<file path="src/rtl/rf_wb_arbiter_pkg.sv">
// Shared definitions for the register-file writeback arbiter.
package rf_wb_arbiter_pkg;

    localparam int unsigned NREQ_DEF = 3;
    localparam int unsigned REQ_ALU  = 0;
    localparam int unsigned REQ_LSU  = 1;
    localparam int unsigned REQ_MDU  = 2;
    localparam int unsigned RA_W     = 5;
    localparam int unsigned DATA_W   = 32;
    localparam int unsigned NREGS    = 1 << RA_W;

endpackage

</file>
<file path="src/rtl/rr_arbiter.sv">
// Round-robin arbiter: one-hot grant, search starts after the last granted index.
module rr_arbiter #(
    parameter int unsigned N = 3
) (
    input  logic         clk,
    input  logic         rst,
    input  logic [N-1:0] req,
    output logic [N-1:0] grant_c
);

    localparam int unsigned PTR_W = (N > 1) ? $clog2(N) : 1;

    logic [PTR_W-1:0] ptr_q;
    logic [PTR_W-1:0] ptr_n;
    logic [PTR_W-1:0] idx;

    // Grant is a pure function of req and ptr; the pointer moves only when something is granted.
    always_comb begin
        grant_c = '0;
        ptr_n   = ptr_q;
        idx     = '0;
        if (!rst) begin
            for (int unsigned k = 1; k <= N; k++) begin
                idx = PTR_W'((32'(ptr_q) + k) % N);
                if (req[idx] && (grant_c == '0)) begin
                    grant_c[idx] = 1'b1;
                    ptr_n        = idx;
                end
            end
        end
    end

    // Reset pointer to the last index so requester 0 is searched first.
    always_ff @(posedge clk) begin
        if (rst) begin
            ptr_q <= PTR_W'(N - 1);
        end else begin
            ptr_q <= ptr_n;
        end
    end

endmodule

</file>
<file path="src/rtl/rf_wb_arbiter.sv">
// Writeback arbiter: round-robin grant into a registered RF write port plus a busy scoreboard.
module rf_wb_arbiter
    import rf_wb_arbiter_pkg::*;
#(
    parameter int unsigned NREQ = NREQ_DEF
) (
    input  logic                     clk,
    input  logic                     rst,
    input  logic [NREQ-1:0]          req_valid,
    input  logic [NREQ*RA_W-1:0]     req_rd,
    input  logic [NREQ*DATA_W-1:0]   req_data,
    output logic [NREQ-1:0]          req_ready,
    input  logic                     iss_valid,
    input  logic [RA_W-1:0]          iss_rd,
    input  logic [RA_W-1:0]          qa1,
    input  logic [RA_W-1:0]          qa2,
    output logic                     stall,
    output logic                     wen,
    output logic [RA_W-1:0]          waddr,
    output logic [DATA_W-1:0]        wdata
);

    logic [NREQ-1:0]   grant_c;
    logic [RA_W-1:0]   sel_rd;
    logic [DATA_W-1:0] sel_data;
    logic [NREGS-1:0]  busy_q;
    logic [NREGS-1:0]  busy_n;

    rr_arbiter #(.N(NREQ)) u_rr (
        .clk     (clk),
        .rst     (rst),
        .req     (req_valid),
        .grant_c (grant_c)
    );

    assign req_ready = grant_c;

    // One-hot grant lets the payload mux be a plain AND-OR.
    always_comb begin
        sel_rd   = '0;
        sel_data = '0;
        for (int unsigned i = 0; i < NREQ; i++) begin
            if (grant_c[i]) begin
                sel_rd   = sel_rd   | req_rd[i*RA_W +: RA_W];
                sel_data = sel_data | req_data[i*DATA_W +: DATA_W];
            end
        end
    end

    // Writes to x0 are accepted but never reach the register file.
    always_ff @(posedge clk) begin
        if (rst) begin
            wen   <= 1'b0;
            waddr <= '0;
            wdata <= '0;
        end else if (grant_c != '0) begin
            wen   <= (sel_rd != '0);
            waddr <= sel_rd;
            wdata <= sel_data;
        end else begin
            wen   <= 1'b0;
        end
    end

    // Set is applied after clear so a same-edge re-issue keeps the register busy.
    always_comb begin
        busy_n = busy_q;
        if (wen) begin
            busy_n[waddr] = 1'b0;
        end
        if (iss_valid && (iss_rd != '0)) begin
            busy_n[iss_rd] = 1'b1;
        end
        busy_n[0] = 1'b0;
    end

    always_ff @(posedge clk) begin
        if (rst) begin
            busy_q <= '0;
        end else begin
            busy_q <= busy_n;
        end
    end

    assign stall = !rst && (((qa1 != '0) && busy_q[qa1]) || ((qa2 != '0) && busy_q[qa2]));

endmodule

</file>
<file path="config.mk">
export PLATFORM = sky130hd
export DESIGN_NAME = rf_wb_arbiter
export DESIGN_NICKNAME = d
export VERILOG_FILES = /design/src/rtl/rf_wb_arbiter_pkg.sv /design/src/rtl/rr_arbiter.sv /design/src/rtl/rf_wb_arbiter.sv
export SDC_FILE = /design/constraint.sdc
export NUM_CORES = 1
export LEC_CHECK = 0
export CORE_UTILIZATION = 47
export CTS_CLUSTER_SIZE = 30
export DETAILED_ROUTE_END_ITERATION = 7
export PLACE_DENSITY = 0.87
export SYNTH_ARGS = -nofsm -noshare
export SYNTH_HDL_FRONTEND = slang
export SYNTH_SLANG_ARGS = --single-unit
</file>
<file path="constraint.sdc">
create_clock -name clk -period 4.3 [get_ports clk]
set_input_delay 0.86 -clock clk [delete_from_list [all_inputs] [get_ports clk]]
set_output_delay 0.86 -clock clk [all_outputs]
set_load 0.05 [all_outputs]
</file>
==> impl_metrics.json <==
{
  "core_area_mm2": 0.00834,
  "syn2layout_area_growth_pct": 45.4,
  "min_path_cells": 2,
  "start_kind": "input pin",
  "reg2reg_to": "wdata[3]",
  "wl_met1_mm": 5.17,
  "whs_ps": 495,
  "wl_met3_mm": 1.35,
  "crit_required_ps": 3440,
  "drt_iter0_markers": 424,
  "slew_headroom": 0.200,
  "setup_viol_count_final": 0,
  "timing.rr.start": "u_rr.ptr_q[0]",
  "final_cell_mix": "clkdlybuf4s50_1, dfxtp_1, a21oi_1",
  "grt-ovfl-total": 0,
  "grt_max_degree": 71,
  "synth_edf_count": 0,
  "routed.top_layer": "met4",
  "violations": "DRC",
  "fin_crit_ps": 4040,
  "die_area_mm2": 0.00912,
  "hold_viol": 0,
  "reg2reg_depth": 10,
  "yosysTopAreaCellShare": 0.346,
  "yosysSeqAreaShare": 0.346,
  "syn_area_mm2": 0.00411,
  "wl_met2_mm": 7.40,
  "insertedDiodeCount": 0,
  "wl_mm": 14.4,
  "nets": 749,
  "synth-seq-cells": 71,
  "vdd_ir_drop_max_uv": 391,
  "cts_tree": "built",
  "synth_warnings": 0,
  "finalSetupTns_ps": 0,
  "slew_violations": 0,
  "dieWidth_um": 95.5,
  "clockBufferDepth": 2,
  "dp_hpwl_mm": 10.4,
  "cts_resized": 0,
  "antenna_found_initial": 0,
  "n_fill_cell": 657,
  "fmax_mhz": 248,
  "fin_skew_ps": 10.5,
  "ant_nets": 0,
  "hold_class": "register to register",
  "status": "complete, but fails checks",
  "portBuffers": 173,
  "start_util": 0.492,
  "post_cts_buffers": 0,
  "regToRegSetupSlack_ps": 900,
  "crit_path_end": "stall",
  "ioPinCount": 174,
  "grt_pass1_vias": 4500,
  "final_common_cell": "clkdlybuf4s50_1",
  "chipHeight_um": 95.5,
  "p_leak_uw": 0.00207,
  "drv_cap": 0,
  "dr.pass1.iters": 8,
  "syn_nets": 598,
  "clk_latency_ps": 350,
  "power.density_mw_per_mm2": 566,
  "cts-hold-fix-buffers": 0,
  "track_usage": 0.317,
  "finalWeightedCongestion": 1.00,
  "cp-end-kind": "output port",
  "clk_pin_slew_ps": 70,
  "cp-startpoint": "qa1[0]",
  "seqCellArea_mm2": 0.00142,
  "drive_gt1_frac": 0.0974,
  "rsz0062_at_grt": "no",
  "synth.distinct_cells": 54,
  "crit_path_max_fanout": 9,
  "dr_total_vias": 4635,
  "via_per_inst": 6.43,
  "timing.final.crit_share": 0.938,
  "rows": 33,
  "cts_sinks": 71,
  "arrival_ps": 3180,
  "max_slew.worst_pin.slew_ps": 1200,
  "synth_flop_cell": "dfxtp_1",
  "h-tree-depth": 3,
  "path_class": "input pin to output port",
  "clockRootBuffer": "clkbuf_8",
  "multiInputGateArea_mm2": 0.00241,
  "wl_per_cell_um": 20.0,
  "cts_made_buffers": 9,
  "async_flop_share": 0,
  "synthCells": 462,
  "avgSynthCellArea_um2": 8.89,
  "grt_first_pass_wirelength_mm": 21.9,
  "synth.area.top_cells": "dfxtp_1, mux4_2, a21oi_1",
  "synth_area_leader_cell": "dfxtp_1",
  "drc_errors": 5
}
worst max-delay path, stage by stage:
cell	delay (ps)
clkdlybuf4s50_1	820
mux4_2	570
mux4_2	470
mux2i_1	140
a21oi_1	90
buf_4	210
logic make-up after synthesis:
family | count (synthesis) | share of synthesized area
flops | 71 | 0.346
mux | 25 | 0.117
buf+inv | 50 | 0.0685
fa+ha+maj | 4 | 0.0122
simple gates | 106 | 0.132
compound gates | 206 | 0.324
synth_stat cells, drive strengths merged (2+ instances only):
cell type,count
a222oi,35
o32ai,2
or4,2
buf,19
or3b,2
mux2,5
o21a,2
and3,2
a21oi,71
o21ai,73
nor2b,2
and2,3
nand3,5
nand3b,6
nor2,8
a31oi,4
or2,3
ha,4
dfxtp,71
a221oi,3
mux2i,2
mux4,18
a21o,2
inv,9
or3,2
nor4,2
nand2,54
a32oi,2
nor3b,4
and3b,2
nor3,3
o211ai,2
clkbuf,22
metal layers:
metal  vias up  global-route usage
met5         -                   0
met3        48              0.0957
met4         0               0.146
met1      2180               0.357
met2       292               0.549
li1       2115                   -
sequential cells by signal, summed over array words and instances (netlist names):
signal	count
busy_q	31
u_rr.ptr_q	2
wdata	32
wen	1
waddr	5
metrics by stage:
step | setup WS [ps] | power, uW | util | std cells | cell area [um2]
final | 265 | 3380 | 0.716 | 721 | 5970
after global routing | 174 | 3560 | 0.716 | 721 | 5970
after CTS | 226 | 3370 | 0.716 | 721 | 5970
after detailed placement | 233 | 2920 | 0.698 | 707 | 5820
after global placement | 321 | 2870 | 0.698 | 707 | 5820
after floorplan | 721 | 2410 | - | 462 | 4110
power by group:
| group | switching [uW] | leakage, uW | internal, uW |
|---|---|---|---|
| Clock | 241 | 0.0000740 | 201 |
| Combinational | 1270 | 0.00141 | 773 |
| Sequential | 107 | 0.000581 | 790 |
area by class of cell:
type,instances,area share
multi-input combinational,341,0.404
inverter,9,0.00566
clock buffer,10,0.0214
tap,105,0.0220
timing repair buffer,181,0.305
sequential,71,0.238
clock inverter,4,0.00419
worst min-delay path by stage:
stage	to	slack (ps)	start
6_report	busy_q[18]	500	busy_q[18]
3_3_place_gp	busy_q[12]	480	busy_q[12]
2_1_floorplan	busy_q[5]	460	busy_q[5]
3_5_place_dp	busy_q[18]	480	busy_q[18]
5_1_grt	busy_q[17]	520	busy_q[17]
4_1_cts	busy_q[18]	490	busy_q[18]
(Power assumes the default switching activity.)
